[src/rtl/qos_classifier.sv]
// qos_classifier: parses framed byte packets and steers each whole
// packet into the class FIFO named by its header byte.
`timescale 1ns/1ps
module qos_classifier #(
  parameter int DATA_W  = 8,
  parameter int TIMEOUT = 16,
  parameter int CNT_W   = 16
) (
  input  logic              CLK,
  input  logic              RESET,
  input  logic [DATA_W-1:0] DATA_IN,
  input  logic              valid_in,
  output logic              ready_out,
  input  logic [3:0]        Full,
  input  logic              pausa,
  output logic [DATA_W-1:0] DATA_OUT,
  output logic [3:0]        WRITE,
  output logic [3:0]        pkt_done,
  output logic              err_abort,
  input  logic [1:0]        stat_sel,
  output logic [CNT_W-1:0]  pkt_count
);

  typedef enum logic {
    IDLE,
    PAYLOAD
  } state_t;

  localparam logic [7:0] TO_LAST = 8'(TIMEOUT - 1);

  state_t         state_q, state_d;
  logic [5:0]     rem_q, rem_d;
  logic [1:0]     cls_q, cls_d;
  logic [7:0]     idle_q, idle_d;
  logic           abort_d;
  logic           inc;
  logic           xfer;
  logic [1:0]     wcls;
  logic [CNT_W-1:0] cnt_q [4];

  // In IDLE the target class comes from the header on the bus.
  assign wcls = (state_q == IDLE) ? DATA_IN[7:6] : cls_q;

  assign ready_out = !RESET && !pausa && !Full[wcls];
  assign xfer      = valid_in && ready_out;
  assign pkt_count = cnt_q[stat_sel];

  always_comb begin
    state_d = state_q;
    rem_d   = rem_q;
    cls_d   = cls_q;
    idle_d  = idle_q;
    abort_d = 1'b0;
    inc     = 1'b0;
    unique case (state_q)
      IDLE: begin
        idle_d = '0;
        if (xfer) begin
          cls_d = DATA_IN[7:6];
          rem_d = DATA_IN[5:0];
          if (DATA_IN[5:0] == 6'd0) begin
            inc = 1'b1;
          end else begin
            state_d = PAYLOAD;
          end
        end
      end
      PAYLOAD: begin
        if (xfer) begin
          rem_d  = rem_q - 6'd1;
          idle_d = '0;
          if (rem_q == 6'd1) begin
            state_d = IDLE;
            inc     = 1'b1;
          end
        end else if (valid_in) begin
          idle_d = '0;
        end else if (idle_q == TO_LAST) begin
          state_d = IDLE;
          idle_d  = '0;
          abort_d = 1'b1;
        end else begin
          idle_d = idle_q + 8'd1;
        end
      end
    endcase
  end

  always_ff @(posedge CLK or posedge RESET) begin
    if (RESET) begin
      state_q   <= IDLE;
      rem_q     <= '0;
      cls_q     <= '0;
      idle_q    <= '0;
      DATA_OUT  <= '0;
      WRITE     <= '0;
      pkt_done  <= '0;
      err_abort <= 1'b0;
    end else begin
      state_q   <= state_d;
      rem_q     <= rem_d;
      cls_q     <= cls_d;
      idle_q    <= idle_d;
      err_abort <= abort_d;
      if (xfer) begin
        DATA_OUT <= DATA_IN;
      end
      WRITE    <= xfer ? (4'b0001 << wcls) : 4'b0000;
      pkt_done <= inc ? (4'b0001 << wcls) : 4'b0000;
    end
  end

  always_ff @(posedge CLK or posedge RESET) begin
    if (RESET) begin
      for (int i = 0; i < 4; i++) begin
        cnt_q[i] <= '0;
      end
    end else if (inc) begin
      cnt_q[wcls] <= cnt_q[wcls] + 1'b1;
    end
  end

endmodule

[config.mk]
export PLATFORM = sky130hd
export DESIGN_NAME = qos_classifier
export DESIGN_NICKNAME = d
export VERILOG_FILES = /design/src/rtl/qos_classifier.sv
export SDC_FILE = /design/constraint.sdc
export NUM_CORES = 1
export LEC_CHECK = 0
export CORE_MARGIN = 5
export CORE_UTILIZATION = 52
export CTS_CLUSTER_SIZE = 16
export DETAILED_ROUTE_END_ITERATION = 6
export PLACE_DENSITY = 0.81
export RECOVER_POWER = 100
export SYNTH_ARGS = -nofsm -noshare
export SYNTH_HDL_FRONTEND = slang
export SYNTH_SLANG_ARGS = --single-unit
[constraint.sdc]
create_clock -name CLK -period 3.4 [get_ports CLK]
set_input_delay 0.85 -clock CLK [delete_from_list [all_inputs] [get_ports CLK]]
set_output_delay 0.85 -clock CLK [all_outputs]
set_load 0.1 [all_outputs]
; ---- After elaboration in Yosys (flattened, before gate mapping)
; Cells that the tools add are included.
[word_totals]
ff_bits = 98
input_bits = 18
output_inout_bits = 34
elab_cells = 74
[classes]
n_addsub = 3
n_lt_le_gt_ge = 4
eq_ne = 4
shifts = 1
mux = 37
bitwise = 3
reduce_logical = 10
[op_table]
columns = op, count
row1 = $mux 16, 5
row2 = $bmux 16 s2, 2
row3 = $bwmux 64, 1
row4 = $demux 16 s2, 1
row5 = $mux 8, 3
row6 = $add 16x1->16 const B, 1
row7 = $pmux 8 s2, 1
row8 = $mux 1, 15
row9 = $mux 6, 2
row10 = $pmux 6 s2, 1
row11 = $add 8x1->8 const B, 1
row12 = $eq 8x4->1 const B, 1
row13 = $mux 4, 2
row14 = $eq 6x1->1 const B, 1
row15 = $ge 3x3->1 const B, 2
row16 = $logic_not 6->1, 1
row17 = $not 2->3, 2
row18 = $sub 6x1->6 const B, 1
row19 = $logic_and 1x1->1, 4
row20 = $pmux 1 s2, 2
row21 = $reduce_and 2->1, 2
row22 = $shl 1x2->4 const A, 1
row23 = $logic_not 1->1, 3
row24 = $lt 2x3->1 const B, 1
row25 = other kinds (6), 6

; ---- Depth between registers and ports, before layout
[logic_depth]
depth_word = 9
depth_mapped = 15
ltp_nobuf = 10

; ---- Worst setup path after synthesis
; OpenSTA, ideal clock, no wires.
[synth_path]
path_kind = input to register
start = input DATA_IN[6]
end = register cnt_q[48] (netlist name)
setup_time_ns = 0.125
arrival_ns = 3.678
required_ns = 3.275
setup_slack_ns = -0.402
cell_stages = 8
n_path_buf = 1
path_cell_list = nor2b_4 -> a32oi_2 -> o22ai_1 -> nor4_4 -> nand3_4 -> nor2_8 -> buf_6 -> mux2_2
[synth_between]
elab_chain_len = 8
elab_cells_between_ends = 20
classes_between = add/sub: 1 / order compare: 2 / mux: 12 / bitwise: 1 / reduce/logical: 4
[synth_lines]
columns = element, line_no
row1 = "start, declared", 11  ; input logic [DATA_W-1:0] DATA_IN,
row2 = $mux 2 (*), 42  ; assign wcls = (state_q == IDLE) ? DATA_IN[7:6] : cls_q;
row3 = $bmux 1 s2 (*), 44  ; assign ready_out = !RESET && !pausa && !Full[wcls];
row4 = $mux 1 (not written as such) (*), 44
row5 = $logic_not 1->1 (*), 44
row6 = $logic_and 1x1->1 (*), 44
row7 = via ready_out, 13  ; output logic ready_out,
row8 = $logic_and 1x1->1 (*), 45  ; assign xfer = valid_in && ready_out;
row9 = $mux 1 (on tied branches), "69, 58"
row10 = $pmux 1 s2 (*), 55  ; unique case (state_q)
row11 = "end signal, assigned by index", 119  ; cnt_q[wcls] <= cnt_q[wcls] + 1'b1;
row12 = "end, declared", 39  ; logic [CNT_W-1:0] cnt_q [4];
; Mark *: on every way through the listed nets, which the timed path passes. The rest lies on a longest branch. The select of a mux whose other input is x is not followed.
; A chain may end at the register's enable or synchronous reset.

; ---- Final worst setup path
[layout_path]
start = input DATA_IN[7]
end = output ready_out
[layout_between]
elab_chain_len = 5
[layout_lines]
columns = element, line_no
row1 = $mux 2, 42
row2 = $bmux 1 s2, 44
row3 = $mux 1 (not written as such), 44
row4 = $logic_not 1->1, 44
row5 = $logic_and 1x1->1, 44
row6 = "end, declared", 13
; Every way passes these cells. The select of a mux whose other input is x is not followed.

==> metrics.md <==
| Metric | Value |
|---|---|
| Outcome | `finished, violations left` |
| Failing checks | `capacitance limit, slew limit` |
| Power Internal | `2.222 mW` |
| Buf/Inv on CP | `2` |
| Worst slew pin tran | `1847 ps` |
| Worst Path Required | `2550 ps` |
| Die width | `111.8 um` |
| Final std cells w/o fill | `660` |
| Setup violations, final | `0` |
| Worst Hold Launch | `idle_q[0]` |
| Peak Freq | `302.7 MHz` |
| Number of max-cap violations | `2` |
| DR top layer | `met4` |
| Sequential share of power | `37.1%` |
| Ys flop type | `dfrtp_1` |
| DIE AREA | `12,500 sq um` |
| Seq cells post-synth | `98` |
| Worst Path Arrival | `2450 ps` |
| Combinational fraction of design power | `43.4%` |
| Synth area leaders | `dfrtp_1, mux2_2, mux4_2` |
| Worst Setup End Kind | `primary output` |
| Syn_nets | `462` |
| Root Driver | `clkbuf_8` |
| Sw Ratio | `42.27%` |
| Die Y-Extent | `111.8 um` |
| Area leader, netlist | `dfrtp_1` |
| Crit-path cells | `clkdlybuf4s50_1 -> mux2_4 -> nand2_1 -> a21boi_2 -> nor4_4 -> buf_12` |
| CTS tree | `done` |
| Ant diodes | `0` |
| Iter 0 DRT Violations | `129` |
| ANT nets after route | `0` |
| LEAKAGE | `2.952 nW` |
| Async S/R FF share, synth | `100.0%` |
| Distinct cell type count after synthesis | `50` |
| DR WL met2 | `6289 um` |
| Tcrit/Tclk final | `97.16%` |
| R2R setup slack | `460 ps` |
| DR WL/cell | `18.26 um` |
| Hold buffer count at CTS | `0` |
| Top cell type's share of synthesized area | `45.49%` |
| Largest net degree at the start of global routing | `64` |
| Dpl hpwl | `8531 um` |
| Port Buffers | `51` |
| Area after DPL | `6563 sq um` |
| Most frequent cells in the layout | `dfrtp_1, mux2_2, nand2_1, buf_4` |
| Routability cong. | `0.8026` |
| Area grow syn2layout | `18.06%` |
| CP top delay family | `buffers and inverters` |
| Setup TNS | `0 ps` |
| Clock sinks | `98` |
| All-Layer GR Usage | `20.02%` |
| Syn Area/Cell | `12.25 sq um` |
| Hold Vio Cnt, Final | `0` |
| Clock share of power | `19.5%` |
| Row cnt | `37` |
| # DRC | `0` |
| Worst r2r dst | `cnt_q[60]` |
| TritonCTS buffer count | `9` |
| Net count, final | `541` |
| Vias | `3,734` |
| DR pass1 iterations | `4` |
| Seq/Total Area, Yosys | `45.49%` |
| Hold depth | `1` |
| Design area | `6365 sq um` |
| Via/cell ratio | `5.658` |
| GR Overflow Total | `0` |
| Register Area | `2452 sq um` |
| Fraction of layout cells with a size suffix above 1 | `33.02%` |
| Number of synthesized flops with an enable pin | `0` |
| Worst Hold Path EP | `idle_q[0]` |
| Hold Crit Class | `reg -> reg` |
| Initial antenna violation count | `0` |
| Worst setup SP type | `input port` |
| Worst skew pair latency | `360 ps` |
| Netlist area before placement | `5391 sq um` |
| Relative slew slack | `-23.14%` |
| Met3 wire len | `424 um` |
| Worst r2r path cells | `12` |
| Boundary Pins | `52` |
| Setup Skew | `14.28 ps` |
| Htree depth | `3` |
| Worst VDD drop | `0.0006673 V` |
| RSZ-0062 raised after global routing | `false` |
| Critical path class | `in -> out` |
| Worst path max stage delay | `500 ps` |
| Starting Density | `52.70%` |
| First-pass GRT wire length | `20,620 um` |
| Met1 WL | `5128 um` |
| Multi-input gate area | `2774 sq um` |
| Slew Limit Fails | `99` |
| Core area | `10,230 sq um` |
| Clock Tree Buf Depth | `2` |
| Yosys Warn Count | `0` |
| Fill cells | `801` |
| Pwr Density | `604.7 nW/um^2` |
| Postcts setup bufs | `0` |
| Final wirelength | `12,050 um` |
| Switching power total | `1.627 mW` |
| Worst-path clk slew | `90 ps` |
| Slowest-stage cell, CP | `clkdlybuf4s50_1` |
| Vias in the first global route | `4,012` |
| Commonest non-fill, non-tap cell in the layout | `dfrtp_1` |
| R2R Path Start | `state_q` |
| Mapped Cells | `440` |
| Resize count post-CTS | `0` |
| Tmin final | `3304 ps` |
| Dpl cells | `644` |
| Crit Path Max Fanout | `4` |
layout make-up:
type / instances / share of cell area (%)
multi-input combinational: 308 / 43.58
sequential: 98 / 38.53
timing repair buffer: 92 / 11.48
tap: 136 / 2.673
clock buffer: 12 / 2.280
clock inverter: 4 / 0.8060
inverter: 10 / 0.6487
per-layer routing:
metal,up-vias,track usage [%]
li1,1735,-
met1,1900,26.22
met2,83,35.09
met3,16,2.228
met4,0,5.921
met5,-,0
worst max-delay path by stage:
stage	startpoint	endpoint	slack, ps	cells after the start
after CTS	DATA_IN[7]	ready_out	80	6
after global routing	DATA_IN[6]	cnt_q[57]	30	10
final	DATA_IN[7]	ready_out	100	6
after floorplan	DATA_IN[6]	cnt_q[18]	-320	8
after global placement	DATA_IN[7]	cnt_q[21]	-50	10
after detailed placement	DATA_IN[7]	cnt_q[26]	-140	12
power by group through the flow:
stage	combinational, mW	clock, mW	sequential (mW)
3_3_place_gp	1.71	0	1.44
5_1_grt	1.78	0.816	1.45
6_report	1.67	0.751	1.43
3_5_place_dp	1.76	0	1.45
4_1_cts	1.76	0.767	1.43
2_1_floorplan	0.959	0	1.78
worst register-to-register path, delay by kind of cell (launching register included):
family | cells | cell delay, ps
muxes | 2 | 850
AOI/OAI and AO/OA | 1 | 110
adders and majority gates | 1 | 160
DFF | 1 | 630
buffers and inverters | 3 | 500
and+or+nand+nor | 4 | 360
xor gates and xnor gates | 1 | 210
logic make-up (layout without fill, tap and decap cells):
family	Yosys count	after routing	share of synthesized area, %
and+or+nand+nor	123	123	12.79
buffers and inverters	34	118	3.504
xor gates and xnor gates	20	20	3.249
AOI/OAI and AO/OA	42	42	5.755
adders and majority gates	4	4	0.9283
DFF	98	98	45.49
muxes	119	119	28.29
cell usage after synthesis, drive strengths merged (2+ instances only):
| cell type | instances |
|---|---|
| dfrtp | 98 |
| mux2 | 78 |
| nand2 | 52 |
| nor2 | 26 |
| mux2i | 24 |
| mux4 | 17 |
| nand3 | 13 |
| buf | 12 |
| clkbuf | 12 |
| xnor2 | 12 |
| inv | 10 |
| a31oi | 9 |
| and2 | 9 |
| a211oi | 8 |
| xor2 | 8 |
| o21ai | 7 |
| a21oi | 4 |
| ha | 4 |
| nor3 | 4 |
| o22a | 4 |
| and3 | 3 |
| nor2b | 3 |
| nor4 | 3 |
| nand2b | 2 |
| nand3b | 2 |
| o31ai | 2 |
| or3 | 2 |
stage by stage:
| step | power [mW] | hold slack, ps | util [%] | setup WS (ps) |
|---|---|---|---|---|
| floorplan | 2.735 | 432.9 | - | -315.9 |
| global placement | 3.144 | 447.1 | 64.14 | -45.42 |
| detailed placement | 3.206 | 469.5 | 64.14 | -135.3 |
| CTS | 3.960 | 481.5 | 66.06 | 77.17 |
| global route | 4.045 | 515.6 | 62.21 | 25.59 |
| finish | 3.849 | 476.1 | 62.21 | 96.42 |
registers in the layout, indices dropped and copies added, names as in the netlist, 2 cells and up:
register  flops
DATA_OUT      8
WRITE         4
cls_q         2
cnt_q        64
idle_q        8
pkt_done      4
rem_q         6
Power figures use the tool's default switching activity.
